### src/rtl/instr_mem_loader_if.sv
//------------------------------------------------------------------------------
// Module : instr_mem_loader_if
// Purpose: Valid/ready program stream from the host-side source to the
//          instruction-memory loader.
// Signals: valid - data holds a stream word
//          data  - stream word (length, program words, optional checksum)
//          ready - loader accepts a word this cycle
// Modports: master (stream source), slave (loader)
// Revision: 1.0 - initial release
//------------------------------------------------------------------------------
`default_nettype none

interface instr_mem_loader_if #(
  parameter int DATA_W = 16
);
  logic              valid;
  logic [DATA_W-1:0] data;
  logic              ready;

  modport master (output valid, output data, input ready);
  modport slave  (input valid, input data, output ready);
endinterface

`default_nettype wire

### src/rtl/instr_mem_loader.sv
//------------------------------------------------------------------------------
// Module : instr_mem_loader
// Purpose: Receives a length-prefixed program stream and writes it into the
//          instruction RAM at sequential addresses, holding the processor in
//          reset until the load completes.
// Ports  : clk, rst      - clock (rising edge), asynchronous active-high reset
//          i_start       - 1-cycle pulse, begin a new load
//          s_in          - stream slave (valid, data, ready)
//          o_wr_en/addr/data - instruction RAM write port
//          o_cpu_reset   - 1 = processor held in reset
//          o_done        - load complete, processor running
//          o_error       - load rejected, processor held in reset
//          o_word_count  - program words written in the current load
// Option : INSTR_LOADER_CHECKSUM_EN - expect a trailing modulo-2**16 sum word
//          after the program words; a mismatch rejects the load.
// Revision: 1.0 - initial release
//------------------------------------------------------------------------------
`default_nettype none

module instr_mem_loader #(
  parameter int ADDR_W = 7,
  parameter int DATA_W = 16,
  parameter int DEPTH  = 128
) (
  input  wire logic              clk,
  input  wire logic              rst,
  input  wire logic              i_start,
  instr_mem_loader_if.slave      s_in,
  output logic                   o_wr_en,
  output logic [ADDR_W-1:0]      o_wr_addr,
  output logic [DATA_W-1:0]      o_wr_data,
  output logic                   o_cpu_reset,
  output logic                   o_done,
  output logic                   o_error,
  output logic [7:0]             o_word_count
);

  typedef enum logic [2:0] {
    S_IDLE    = 3'd0,
    S_LEN     = 3'd1,
    S_LOAD    = 3'd2,
    S_CHECK   = 3'd3,
    S_RELEASE = 3'd4,
    S_ERR     = 3'd5
  } state_t;

  state_t            r_state;
  logic              r_in_ready;
  logic [7:0]        r_len;
  logic [7:0]        r_word_count;
  logic              w_xfer;
  logic              w_last;
  logic              w_len_bad;
`ifdef INSTR_LOADER_CHECKSUM_EN
  logic [DATA_W-1:0] r_sum;
`endif

  assign w_xfer    = s_in.valid & r_in_ready;
  // Word count doubles as the write index: transfer k sees count == k.
  assign w_last    = (r_word_count + 8'd1) == r_len;
  assign w_len_bad = (s_in.data == '0) || (s_in.data > DATA_W'(DEPTH));

  assign s_in.ready   = r_in_ready;
  assign o_word_count = r_word_count;

  always_ff @(posedge clk or posedge rst) begin
    if (rst) begin
      r_state      <= S_IDLE;
      r_in_ready   <= 1'b0;
      r_len        <= '0;
      r_word_count <= '0;
      o_wr_en      <= 1'b0;
      o_wr_addr    <= '0;
      o_wr_data    <= '0;
      o_cpu_reset  <= 1'b1;
      o_done       <= 1'b0;
      o_error      <= 1'b0;
`ifdef INSTR_LOADER_CHECKSUM_EN
      r_sum        <= '0;
`endif
    end else begin
      o_wr_en <= 1'b0;
      case (r_state)
        S_IDLE, S_RELEASE, S_ERR: begin
          if (i_start) begin
            r_state      <= S_LEN;
            r_in_ready   <= 1'b1;
            r_word_count <= '0;
            o_cpu_reset  <= 1'b1;
            o_done       <= 1'b0;
            o_error      <= 1'b0;
          end
        end
        S_LEN: begin
          if (w_xfer) begin
            if (w_len_bad) begin
              r_state    <= S_ERR;
              r_in_ready <= 1'b0;
              o_error    <= 1'b1;
            end else begin
              // Length is bounded by DEPTH here, so the low byte holds it.
              r_len   <= s_in.data[7:0];
              r_state <= S_LOAD;
`ifdef INSTR_LOADER_CHECKSUM_EN
              r_sum   <= '0;
`endif
            end
          end
        end
        S_LOAD: begin
          if (w_xfer) begin
            o_wr_en      <= 1'b1;
            o_wr_addr    <= r_word_count[ADDR_W-1:0];
            o_wr_data    <= s_in.data;
            r_word_count <= r_word_count + 8'd1;
`ifdef INSTR_LOADER_CHECKSUM_EN
            r_sum        <= r_sum + s_in.data;
            if (w_last) begin
              r_state <= S_CHECK;
            end
`else
            if (w_last) begin
              r_state     <= S_RELEASE;
              r_in_ready  <= 1'b0;
              o_cpu_reset <= 1'b0;
              o_done      <= 1'b1;
            end
`endif
          end
        end
        S_CHECK: begin
`ifdef INSTR_LOADER_CHECKSUM_EN
          if (w_xfer) begin
            r_in_ready <= 1'b0;
            if (s_in.data == r_sum) begin
              r_state     <= S_RELEASE;
              o_cpu_reset <= 1'b0;
              o_done      <= 1'b1;
            end else begin
              r_state <= S_ERR;
              o_error <= 1'b1;
            end
          end
`else
          // Unreachable without the checksum word; recover to a safe state.
          r_state    <= S_ERR;
          r_in_ready <= 1'b0;
          o_error    <= 1'b1;
`endif
        end
        default: begin
          r_state    <= S_ERR;
          r_in_ready <= 1'b0;
          o_error    <= 1'b1;
        end
      endcase
    end
  end

endmodule

`default_nettype wire

### src/flat_wrapper.sv
// flat-port wrapper written by rule: the top's interface ports become plain ports
module instr_mem_loader_flat 
#(
  parameter int ADDR_W = 7,
  parameter int DATA_W = 16,
  parameter int DEPTH  = 128
)
  (clk, rst, i_start, o_wr_en, o_wr_addr, o_wr_data, o_cpu_reset, o_done, o_error, o_word_count, s_in_valid, s_in_data, s_in_ready);
  instr_mem_loader_if #(.DATA_W(DATA_W)) s_in_i ();
  input  wire logic clk;
  input  wire logic rst;
  input  wire logic i_start;
  output logic o_wr_en;
  output logic [ADDR_W-1:0] o_wr_addr;
  output logic [DATA_W-1:0] o_wr_data;
  output logic o_cpu_reset;
  output logic o_done;
  output logic o_error;
  output logic [7:0] o_word_count;
  input wire logic [$bits(s_in_i.valid)-1:0] s_in_valid;
  input wire logic [$bits(s_in_i.data)-1:0] s_in_data;
  output wire logic [$bits(s_in_i.ready)-1:0] s_in_ready;
  assign s_in_i.valid = s_in_valid;
  assign s_in_i.data = s_in_data;
  assign s_in_ready = s_in_i.ready;
  instr_mem_loader #(.ADDR_W(ADDR_W), .DATA_W(DATA_W), .DEPTH(DEPTH)) u_core (.clk(clk), .rst(rst), .i_start(i_start), .s_in(s_in_i), .o_wr_en(o_wr_en), .o_wr_addr(o_wr_addr), .o_wr_data(o_wr_data), .o_cpu_reset(o_cpu_reset), .o_done(o_done), .o_error(o_error), .o_word_count(o_word_count));
endmodule
### config.mk
export PLATFORM = sky130hd
export DESIGN_NAME = instr_mem_loader_flat
export DESIGN_NICKNAME = d
export VERILOG_FILES = /design/src/rtl/instr_mem_loader_if.sv /design/src/rtl/instr_mem_loader.sv /design/src/flat_wrapper.sv
export SDC_FILE = /design/constraint.sdc
export NUM_CORES = 1
export LEC_CHECK = 0
export BUFFER_PORTS_ARGS = -buffer_cell sky130_fd_sc_hd__clkbuf_2
export CELL_PAD_IN_SITES_DETAIL_PLACEMENT = 0
export CELL_PAD_IN_SITES_GLOBAL_PLACEMENT = 2
export CORE_MARGIN = 5
export CORE_UTILIZATION = 34
export DETAILED_ROUTE_END_ITERATION = 7
export GPL_TIMING_DRIVEN = 0
export PLACE_DENSITY = 0.87
export RECOVER_POWER = 100
export SYNTH_ARGS = -nofsm -noshare
export SYNTH_HDL_FRONTEND = slang
export SYNTH_SLANG_ARGS = --single-unit
### constraint.sdc
create_clock -name clk -period 3.6 [get_ports clk]
set_input_delay 0.72 -clock clk [delete_from_list [all_inputs] [get_ports clk]]
set_output_delay 0.72 -clock clk [all_outputs]
set_load 0.05 [all_outputs]
# After elaboration in Yosys (flattened, before gate mapping)
# Cells that the tools add are included.
# totals
out_inout_bits,36
elab_cells,62
ramBits,0
mem_bits_ro,0
reg_bits,47
memories,0
latchBits,0
inputBits,20
# op_classes
bitwise,3
shift,0
n_mul,0
n_mux,25
reduce_logical,12
div,0
addsub,1
n_eq_ne,10
n_lt_le_gt_ge,1
# ops
operator,n
greater-than comparator 16 x 8 -> 1 bit (second input constant),1
logical NOT 16 bit,1
two-way mux 8 bit,2
case mux 8 bit (2 select lines),1
two-way mux 3 bit,5
two-way mux 1 bit,12
AND reduction 4 bit,3
case mux 3 bit (3 select lines),1
adder 8 x 1 -> 8 bit (second input constant),1
equality test 8 bit,1
!= test 2 x 1 -> 1 bit (second input constant),4
equality test 3 bit (second input constant),2
case mux 1 bit (3 select lines),2
AND reduction 3 bit,2
AND reduction 5 bit,1
case mux 1 bit (2 select lines),2
equality test 3 x 1 -> 1 bit (second input constant),1
equality test 3 x 2 -> 1 bit (second input constant),1
logical NOT 3 bit,1
OR reduction 3 bit,1
!= test 2 bit (second input constant),1
NOT 1 bit,2
AND reduction 2 bit,1
nonzero test 2 bit,1
other kinds (2),2

# Longest topological paths before layout
# Gate-level depths: netlist of run 1.
# logic_depth
ltp_word,5
mapped_depth,7
depth_no_buf,6

# Least setup slack after synthesis of run 1
# No wires, ideal clock.
# synth_timing
kind,register to register
startpoint,reg u_core.r_word_count[0] (netlist: u_core.o_word_count[0])
endpoint,reg u_core.r_in_ready (netlist: u_core.s_in.ready)
path_stages_with_launch,8
n_path_buf,1
t_required_ns,3.474
t_arrival_ns,2.411
period_less_slack_ns,2.537
setup_slack_ns,1.063
path_cell_list,dfrtp_1 ha_1 clkbuf_2 nand3_1 xor2_1 a21boi_0 or4b_4 a311o_1
# synth_via
elab_chain_cells,4
# synth_rtl
item,line,rtl
from (decl),instr_mem_loader.sv:50,logic [7:0] r_word_count;
from (signal assigned),instr_mem_loader.sv:115,r_word_count <= r_word_count + 8'd1;
adder 8 x 1 -> 8 bit,instr_mem_loader.sv:60,assign w_last = (r_word_count + 8'd1) == r_len;
equality test 8 bit,instr_mem_loader.sv:60,
!= test 2 x 1 -> 1 bit (no line),--,
AND reduction 5 bit (no line),--,
to (signal assigned),instr_mem_loader.sv:69,r_in_ready <= 1'b0;
to (signal assigned),instr_mem_loader.sv:87,r_in_ready <= 1'b1;
to (signal assigned),instr_mem_loader.sv:98,r_in_ready <= 1'b0;
to (decl),instr_mem_loader.sv:48,logic r_in_ready;
# Every way passes these cells.
# A chain may end at the register's enable or synchronous reset.

# Worst setup path in the final report of run 1
# layout_timing
startpoint,in s_in_data[3]
endpoint,reg u_core.r_len[1]
# layout_via
elab_chain_cells,4
# layout_rtl
item,line,rtl
from (decl),flat_wrapper.sv:21,input wire logic [$bits(s_in_i.data)-1:0] s_in_data;
greater-than comparator 16 x 8 -> 1 bit / logical NOT 16 bit (equally long branches),instr_mem_loader.sv:61,assign w_len_bad = (s_in.data == '0) || (s_in.data > DATA_W'(DEPTH));
logical OR 1 bit (*),instr_mem_loader.sv:61,
NOT 1 bit (no line) (*),--,
AND reduction 3 bit (no line) (*),--,
to (signal assigned),instr_mem_loader.sv:102,r_len <= s_in.data[7:0];
to (decl),instr_mem_loader.sv:49,logic [7:0] r_len;
# Mark *: on every way between the ends. The rest lies on a longest branch, timed or not.

==> metrics, run 1 <==
Via Count 1800; FP Rows 29; ys flop type dfrtp_1; setup_tns 0 ns; pre-CTS WS 0.658 ns; CP top delay family simple AND/OR/NAND/NOR gates; clock sink count 47; Crit Path Category primary input to register; worst-path cell chain clkbuf_1, nor4_1, a21boi_0, nor3_1, nor3b_2, mux2_2; CTS Buffer Depth 2; layout cells sized above 1 14.9%; Pwr Density 458 nW/um^2; fin cells 372; Synth Instances 231; clk_lat worst skew 0.30 ns; DIE HEIGHT 90.3 um; CP max FO 8; crit-path max cell delay 0.61 ns; Synth Area per Inst 9.48 sq um; Mapped Area 2190 sq um; YS warnings 0; gr ovfl total 0; total CTS buffers 5; clk_skew 0.00893 ns; Synth Net Count 252; number of global-route vias before repair 1901; first-pass GRT wire length 9250 um; Routed WL per cell 14.6 um; Leak 1.33 nW; post-CTS sizing 0; Data required, critical path 3.78 ns; area grow syn2layout 20.9%; Final #Nets 315; relative slew slack 16.1%; CTS tree done; CTS H-tree depth 2; Setup Buffers After CTS 0; setup ws final 0.950 ns; VDD IR max 0.247 mV; Port Buffers 55; Finished Core Util 41.9%; fin crit share 73.6%; RSZ-0062 raised after global routing no; FFs w/ async S/R, synth 100%; HPWL after DPL 4000 um; crit path DAT 2.83 ns; Synth top area share 52.6%; CTS root buf clkbuf_8; Slew Limit Fails 0; Boundary Pins 56; via/cell ratio 4.84; most common cell in the netlist nand2_1; CP Capture Type register; post-synth cell types 43; Post-route DRC 0; status finished clean; fin crit period 2.65 ns; Bufs and invs on worst path 1; DRT Pass-1 Iters 4; Synth Register Bits 47; sequential area share after synthesis 53.8%; ANT cells 0; Core ar. 6310 sq um; die area 8150 sq um; pin count of the biggest net entering global routing 26; initial antenna violation count 0; Max-cap violations 0; worst hold path class register to register; Die W 90.3 um; Starting Density 34.7%; fillers 683; fmax 377 MHz; drt initial violations 92; Post-DRT Antenna Nets 0; Final setup viols 0; Post-Route WL 5410 um; Worst-Margin Slew 1.26 ns; GR Util All Layers 13.7%; Post-synth EDFFs 0; CP max stage cell nor3b_2; synth top area cells dfrtp_1, nand2_1, mux2_2; Worst Setup Start Kind primary input; final hold vios 0; Worst-path clk slew 0.09 ns; largest area contributor in the netlist dfrtp_1; cts hold-fix bufs 0; Placed Instances 364; top post-synthesis cells by count nand2_1, dfrtp_1, o21ai_0; RePlAce Congestion 0.732
## worst register-to-register path: stages (launching register included)
cell and delay (ns):
dfrtp_1 0.53, ha_1 0.20, clkbuf_1 0.29, nand3_1 0.14, xor2_1 0.18, a21boi_0 0.21
or4b_1 0.56, a311o_1 0.39
## final timing paths
| path | start | end | slack [ns] | cells past startpoint |
|---|---|---|---|---|
| min | u_core.o_wr_data[14]$_DFFE_PP0P_ | u_core.o_wr_data[14]$_DFFE_PP0P_ | 0.48 | 2 |
| min reg2reg | u_core.o_wr_data[14]$_DFFE_PP0P_ | u_core.o_wr_data[14]$_DFFE_PP0P_ | 0.48 | 2 |
| max | s_in_data[3] | u_core.r_len[1]$_DFFE_PP0P_ | 0.95 | 6 |
| min in group asynchronous | rst | u_core.r_len[4]$_DFFE_PP0P_ | 0.61 | 2 |
| max reg2reg | u_core.o_word_count[0]$_DFFE_PP0P_ | u_core.s_in.ready$_DFFE_PP0P_ | 0.99 | 7 |
| max in group asynchronous | rst | u_core.o_word_count[2]$_DFFE_PP0P_ | 1.33 | 3 |
## where the power goes
group          internal (mW)  switching (mW)  leakage [nW]
Sequential             0.552          0.0224         0.645
Clock                  0.278           0.179        0.0654
Combinational         0.0524           0.129         0.618
Total                  0.882           0.331          1.33
## flip-flops by register name, indices dropped and copies added, names as in the netlist
signal and count:
u_core.o_wr_data 16, u_core.o_wr_addr 7, u_core.o_done 1, u_core.o_word_count 8, u_core.s_in.ready 1, u_core.r_len 8, u_core.o_error 1, u_core.o_wr_en 1
u_core.r_state 3, u_core.o_cpu_reset 1
## through the flow
stage / instance area [sq um] / power [mW] / hold slack [ns]
detailed placement: 2580 / 0.774 / 0.461
CTS: 2710 / 1.24 / 0.461
global placement: 2560 / 0.769 / 0.460
global route: 2650 / 1.27 / 0.500
finish: 2650 / 1.21 / 0.482
floorplan: 2190 / 0.713 / 0.485
## kinds of logic (layout without fill, tap and decap cells)
kind of cell             Yosys count  in the layout  synth area share (%)
AO/OA/AOI/OAI                     29             29                  8.29
XOR/XNOR                          10             10                  4.63
adder cells (fa/ha/maj)            1              1                 0.571
buffers and inverters             16             80                  2.91
flip-flops                        47             47                  53.8
multiplexers                       8              8                  4.11
AND/OR/NAND/NOR                  120            120                  25.7
## cell usage in the layout, fill, tap and decap left out, drive strengths merged
cell and count:
nand2 80, clkbuf 70, dfrtp 46, o21ai 14
nor2 8, mux2 8, inv 6, nand3 6
xor2 5, nor3 5, xnor2 4, a21oi 4
nor4 4, and3 4, and2 3, buf 2
o22ai 2, a21boi 2, bufinv 2, nor3b 2
nand2b 1, o221ai 1, a31oi 1, and4 1
xnor3 1, or4b 1, or3b 1, and3b 1
or3 1, nor4b 1, or4 1, a22o 1
o31a 1, o31ai 1, o21a 1, a311o 1
ha 1, dfstp 1
## cell type report
cell class | count | area [sq um] | area share, %
inverters | 6 | 22.5 | 0.851
repair buffers | 56 | 233 | 8.79
plain buffers | 10 | 40.0 | 1.51
multi-input cells | 168 | 945 | 35.7
well taps | 77 | 96.3 | 3.64
flip-flops and latches | 47 | 1180 | 44.5
clock buffers | 6 | 72.6 | 2.74
clock inverters | 2 | 60.1 | 2.27
## layer usage
metal | vias to the layer above | GRT usage, % | wire length, um
met2 | 50 | 21.7 | 2460
met5 | - | 0 | 0
met4 | 0 | 2.98 | 38
met1 | 849 | 18.6 | 2600
li1 | 897 | - | -
met3 | 4 | 4.17 | 315
Power figures use the tool's default switching activity.
==> inputs of run 2 (changes only) <==
--- a/config.mk
+++ b/config.mk
@@ -5,14 +5,15 @@
 export SDC_FILE = /design/constraint.sdc
 export NUM_CORES = 1
 export LEC_CHECK = 0
+export ABC_AREA = 1
 export BUFFER_PORTS_ARGS = -buffer_cell sky130_fd_sc_hd__clkbuf_2
 export CELL_PAD_IN_SITES_DETAIL_PLACEMENT = 0
 export CELL_PAD_IN_SITES_GLOBAL_PLACEMENT = 2
 export CORE_MARGIN = 5
-export CORE_UTILIZATION = 34
+export CORE_UTILIZATION = 27
 export DETAILED_ROUTE_END_ITERATION = 7
 export GPL_TIMING_DRIVEN = 0
-export PLACE_DENSITY = 0.87
+export PLACE_DENSITY = 0.77
 export RECOVER_POWER = 100
 export SYNTH_ARGS = -nofsm -noshare
 export SYNTH_HDL_FRONTEND = slang
==> constraint.sdc (replaced) <==
create_clock -name clk -period 2.4 [get_ports clk]
set_input_delay 0.48 -clock clk [delete_from_list [all_inputs] [get_ports clk]]
set_output_delay 0.48 -clock clk [all_outputs]
set_load 0.05 [all_outputs]
==> metrics, run 2 <==
Crit. Startpoint u_core.r_state[1]$_DFFE_PP0P_; Synth Area per Inst 8.20 sq um (-14%); fin crit share 84.5%; relative slew slack 42.4% (+26 points); first-pass GRT wire length 10000 um (+8.6%); clk_skew 0.0136 ns (+0.00466 ns); CP max stage cell nor3_1; Post-DP Area 2720 sq um (+5.4%); setup_tns 0 ns (unchanged); DIE HEIGHT 102 um (+13%); GR Util All Layers 12.3% (-1.5 points); Post-synth EDFFs 0 (unchanged); pin count of the biggest net entering global routing 35 (+35%); Core ar. 8260 sq um (+31%); Post-Route WL 5920 um (+9.4%); area grow syn2layout 18.4%; DR WL met2 2680 um (+8.9%); flip-flop and latch area 1180 sq um (unchanged); layout cells sized above 1 14.8% (-0.090 points); setup ws final 0.372 ns (-0.578 ns); Final #Nets 364 (+16%); Worst-path clk slew 0.10 ns (about the same); status finished clean; Most common cell on crit path inv_2; clk_lat worst skew 0.31 ns (about the same); Setup Buffers After CTS 0 (unchanged); Port Buffers 55 (unchanged); Mapped Area 2290 sq um (+4.8%); Pwr Density 642 nW/um^2 (+40%); RSZ-0062 raised after global routing no; Worst Setup Start Kind register; most frequent cells in the layout nand2_1, dfrtp_1, inv_1; crit-path max cell delay 0.47 ns (-0.14 ns); Die W 102 um (+13%); Routed WL per cell 13.2 um (-9.4%); Finished Core Util 32.9% (-9.0 points); cts hold-fix bufs 0 (unchanged); drt initial violations 76 (-17%); Starting Density 27.8% (-6.9 points); Synth Instances 280 (+21%); RePlAce Congestion 0.732 (about the same); WL met3 518 um (+64%); YS warnings 0 (unchanged); DRT Pass-1 Iters 4 (unchanged); pre-CTS WS 0.522 ns (-0.136 ns); VDD IR max 0.188 mV (-24%); Via Count 1926 (+7.0%); worst hold path class primary input to asynchronous set/reset pin; HPWL after DPL 4560 um (+14%); Worst-Margin Slew 0.864 ns (-0.395 ns); total CTS buffers 5 (unchanged); Boundary Pins 56 (unchanged); max layer used met4; final hold vios 0 (unchanged); FFs w/ async S/R, synth 100% (unchanged); via/cell ratio 4.29 (-11%); clock sink count 47 (unchanged); post-CTS sizing 0 (unchanged); CP top delay family simple AND/OR/NAND/NOR gates; Synth Register Bits 47 (unchanged); number of global-route vias before repair 2054 (+8.0%); Leak 1.34 nW (+0.81%); Data required, critical path 2.59 ns (-1.19 ns); Max-cap violations 0 (unchanged); CP max FO 10 (+2); sequential area share after synthesis 51.3% (-2.5 points); fin crit period 2.03 ns; Reg with most FFs u_core.o_wr_data; Final setup viols 0 (unchanged); CP Capture Type register; area of the multi-input gates 880 sq um (-6.9%); synth top area cells dfrtp_1, nand2_1, inv_1; fillers 944 (+38%); Crit Path Category register to register; FP Rows 33 (+14%); Synth Net Count 301 (+19%); ys flop type dfrtp_1; CTS root buf clkbuf_8; Post-route DRC 0 (unchanged); worst-path cell chain inv_2, nor3_1, inv_2, nor2_4, inv_2, clkbuf_2, nand2_2, o21ai_0; die area 10400 sq um (+28%); cell area after layout 2720 sq um (+2.7%); Post-DRT Antenna Nets 0 (unchanged); top post-synthesis cells by count nand2_1, dfrtp_1, inv_1; crit path DAT 2.22 ns (-0.61 ns); fmax 493 MHz; post-synth cell types 31 (-28%); Reg2Reg Launch Point u_core.r_state[1]$_DFFE_PP0P_; CTS Buffer Depth 2 (unchanged); Slew Limit Fails 0 (unchanged); Met1 Routed Length 2690 um (+3.7%); largest area contributor in the netlist dfrtp_1; gr ovfl total 0 (unchanged); Bufs and invs on worst path 4 (+3); ANT cells 0 (unchanged); initial antenna violation count 0 (unchanged); most common cell in the netlist nand2_1; CTS H-tree depth 2 (unchanged); max reg flops 16 (unchanged); CTS tree done; most common cell after layout, fill and taps aside nand2_1; Synth top area share 50.2% (-2.4 points)
## run 2: cell types whose count changed in the layout (fill, tap and decap cells not counted), sizes merged, moves of 5 or more
cell,previous run,this run
inv,6,45
o21ai,14,35
nand3,6,25
nor2,8,23
mux2,8,0
clkbuf,70,65
xor2,5,0
## run 2: kinds of logic after synthesis
| group | synth area share (%) |
|---|---|
| buf+inv | 9.21 |
| flops | 51.3 |
| simple gates | 27.4 |
| xor+xnor | 0.382 |
| compound gates | 11.1 |
| fa+ha+maj | 0.545 |
## run 2: stage by stage
step / cells / power [mW] / hold slack, ns
after CTS: 449 / 1.80 / 0.0962
final: 449 / 1.74 / 0.173
after global routing: 449 / 1.86 / 0.219
after detailed placement: 441 / 1.29 / 0.448
after floorplan: 280 / 1.18 / 0.509
after global placement: 440 / 1.28 / 0.450
## run 2: path summary, 6_finish.rpt
path	endpoint	slack, ns	depth (start not counted)
setup / recovery	u_core.o_word_count[4]$_DFFE_PP0P_	0.37	8
hold / removal	u_core.o_wr_data[13]$_DFFE_PP0P_	0.17	2
setup reg to reg	u_core.o_word_count[4]$_DFFE_PP0P_	0.37	8
hold reg to reg	u_core.o_cpu_reset$_DFFE_PP1P_	0.47	2
max in group asynchronous	u_core.o_wr_en$_DFF_PP0_	0.99	3
min in group clk	u_core.r_len[1]$_DFFE_PP0P_	0.40	3
## run 2: area by class of cell
cell class | count | share of cell area [%]
Sequential cell | 47 | 43.3
Multi-Input combinational cell | 182 | 32.4
Timing Repair Buffer | 56 | 8.66
Inverter | 45 | 6.22
Tap cell | 105 | 4.83
Clock buffer | 5 | 2.53
Buffer | 6 | 1.20
Clock inverter | 3 | 0.875
## run 2: per-layer routing
metal / global-route usage (%) / up-vias
met1: 15.6 / 861
met5: 0 / -
met3: 4.44 / 2
met4: 2.72 / 0
met2: 20.1 / 54
li1: - / 1009
## run 2: power breakdown
part           leakage, nW  switching (mW)  internal, mW  total [mW]
Clock               0.0408           0.298         0.209       0.507
Sequential           0.613          0.0269         0.846       0.873
Combinational        0.685           0.274        0.0905       0.365
Total                 1.34           0.599          1.15        1.74
==> inputs of run 3 (changes only) <==
--- a/config.mk
+++ b/config.mk
@@ -5,12 +5,12 @@
 export SDC_FILE = /design/constraint.sdc
 export NUM_CORES = 1
 export LEC_CHECK = 0
-export ABC_AREA = 1
+export ABC_AREA = 0
 export BUFFER_PORTS_ARGS = -buffer_cell sky130_fd_sc_hd__clkbuf_2
 export CELL_PAD_IN_SITES_DETAIL_PLACEMENT = 0
 export CELL_PAD_IN_SITES_GLOBAL_PLACEMENT = 2
 export CORE_MARGIN = 5
-export CORE_UTILIZATION = 27
+export CORE_UTILIZATION = 28
 export DETAILED_ROUTE_END_ITERATION = 7
 export GPL_TIMING_DRIVEN = 0
 export PLACE_DENSITY = 0.77
==> constraint.sdc (replaced) <==
create_clock -name clk -period 1.6 [get_ports clk]
set_input_delay 0.32 -clock clk [delete_from_list [all_inputs] [get_ports clk]]
set_output_delay 0.32 -clock clk [all_outputs]
set_load 0.05 [all_outputs]
==> metrics, run 3 (synthesis results as in run 1) <==
status finished, violations left; violated checks setup timing; CTS Buffer Depth 2 (unchanged); most common cell after layout, fill and taps aside nand2_1; worst-path cell chain ha_4, xor2_1, nor3_2, o221ai_2, or4b_4, a311o_1; Crit Path Category register to register; Data required, critical path 1.79 ns (-0.80 ns); most frequent cells in the layout nand2_1, dfrtp_1, clkbuf_2; clk_lat worst skew 0.30 ns (about the same); Leak 1.50 nW (+12%); Routed WL per cell 15.2 um (+15%); Post-Route WL 6180 um (+4.4%); total CTS buffers 5 (unchanged); CP max stage cell or4b_4; number of global-route vias before repair 1918 (-6.6%); initial antenna violation count 0 (unchanged); fin crit period 2.02 ns (-0.00591 ns); fin cells 407 (-9.4%); CP max FO 3 (-7); Post-DP Area 2710 sq um (-0.46%); RSZ-0062 raised after global routing yes; relative slew slack 60.3% (+18 points); GR Util All Layers 13.0% (+0.75 points); flip-flop and latch area 1190 sq um (+0.74%); fmax 495 MHz (+0.29%); Boundary Pins 56 (unchanged); ANT cells 0 (unchanged); CP top delay family simple AND/OR/NAND/NOR gates; Post-route DRC 0 (unchanged); Reg with most FFs u_core.o_wr_data; total power 2.63 mW (+51%); max reg flops 16 (unchanged); Placed Instances 389 (-12%); first-pass GRT wire length 10200 um (+1.4%); area grow syn2layout 40.1%; hold_ws 0.224 ns (+0.0513 ns); FP Rows 32 (-3.0%); Worst Reg-to-Reg Cells 6 (-2); Final #Nets 326 (-10%); pin count of the biggest net entering global routing 37 (+5.7%); VDD IR max 0.361 mV (+92%); DIE HEIGHT 98.4 um (-3.7%); DRT Pass-1 Iters 4 (unchanged); reg2reg end u_core.s_in.ready$_DFFE_PP0P_; Reg2Reg Launch Point u_core.o_word_count[1]$_DFFE_PP0P_; gr ovfl total 0 (unchanged); Via Count 1876 (-2.6%); min-delay src s_in_data[8]; Finished Core Util 39.9% (+7.0 points); clock sink count 47 (unchanged); Worst-path clk slew 0.08 ns (-0.02 ns); Post-DRT Antenna Nets 0 (unchanged); CP Capture Type register; Bufs and invs on worst path 0 (-4); HPWL after DPL 4270 um (-6.3%); fillers 798 (-15%); worst hold path class primary input to register; R2R setup slack -0.42 ns (-0.79 ns); crit-path max cell delay 0.55 ns (+0.08 ns); Pwr Density 856 nW/um^2 (+33%); Final setup viols 33 (+33); RePlAce Congestion 0.783 (+6.9%); drt initial violations 120 (+58%); clk_skew 0.00652 ns (-0.00707 ns); Core ar. 7690 sq um (-6.9%); Worst Setup Start Kind register; CTS root buf clkbuf_8; crit path DAT 2.21 ns (about the same); die area 9690 sq um (-7.2%); final hold vios 0 (unchanged); via/cell ratio 4.61 (+7.5%); hold depth 3; Slew Limit Fails 0 (unchanged); cell area after layout 3070 sq um (+13%); Endpoint, Worst Hold u_core.o_wr_data[8]$_DFFE_PP0P_; setup ws final -0.422 ns (-0.794 ns); Port Buffers 55 (unchanged); CTS tree done; area of the multi-input gates 1190 sq um (+36%); layout cells sized above 1 36.4% (+22 points); Die W 98.4 um (-3.7%); Starting Density 28.5% (+0.70 points); Worst-Margin Slew 0.597 ns (-0.266 ns); Max-cap violations 0 (unchanged); fin crit share 126% (+42 points); CTS H-tree depth 2 (unchanged)
[run 3: layer usage]
layer | vias to the layer above | part of all wire [%] | global-route usage (%)
met2 | 43 | 45 | 19.7
met5 | - | 0 | 0
li1 | 912 | - | -
met3 | 6 | 4.1 | 2.62
met4 | 0 | 1.9 | 4.10
met1 | 915 | 49 | 18.8
[run 3: timing repair]
action	CTS	global route
gates resized for setup	19	32
setup endpoints to repair	46	42
hold buffers	1	0
buffers inserted	7	7
pin swaps	5	2
hold endpoints to repair	11	0
[run 3: final cells by class]
cell class | count | area share, %
Buffer | 6 | 1.18
Clock buffer | 6 | 2.37
Clock inverter | 1 | 0.979
Inverter | 6 | 0.734
Multi-Input combinational cell | 168 | 38.9
Sequential cell | 47 | 38.7
Tap cell | 102 | 4.16
Timing Repair Buffer | 71 | 13.1
[run 3: worst max path at each step]
| stage | endpoint | depth (start not counted) | slack (ns) | from |
|---|---|---|---|---|
| 2_1_floorplan | u_core.s_in.ready$_DFFE_PP0P_ | 7 | -0.63 | u_core.o_word_count[0]$_DFFE_PP0P_ |
| 3_3_place_gp | u_core.r_len[3]$_DFFE_PP0P_ | 6 | -0.72 | s_in_data[3] |
| 3_5_place_dp | u_core.r_len[0]$_DFFE_PP0P_ | 6 | -0.74 | s_in_data[3] |
| 4_1_cts | u_core.s_in.ready$_DFFE_PP0P_ | 6 | -0.46 | u_core.o_word_count[1]$_DFFE_PP0P_ |
| 5_1_grt | u_core.s_in.ready$_DFFE_PP0P_ | 6 | -0.54 | u_core.o_word_count[1]$_DFFE_PP0P_ |
| 6_report | u_core.s_in.ready$_DFFE_PP0P_ | 6 | -0.42 | u_core.o_word_count[1]$_DFFE_PP0P_ |
[run 3: where the power goes]
| part | internal, mW | switching, mW |
|---|---|---|
| Clock | 0.459 | 0.405 |
| Sequential | 1.24 | 0.0597 |
| Combinational | 0.142 | 0.318 |
[run 3: worst register-to-register path, stage by stage (launching register included)]
cell and delay (ns):
dfrtp_2 0.44, ha_4 0.25, xor2_1 0.16, nor3_2 0.12, o221ai_2 0.12, or4b_4 0.55
a311o_1 0.28
[run 3: through the flow]
| stage | setup TNS [ns] | setup slack, ns |
|---|---|---|
| 2_1_floorplan | -5.66 | -0.631 |
| 3_3_place_gp | -46.89 | -0.723 |
| 3_5_place_dp | -20.55 | -0.737 |
| 4_1_cts | -6.18 | -0.459 |
| 5_1_grt | -12.25 | -0.544 |
| 6_report | -5.56 | -0.422 |
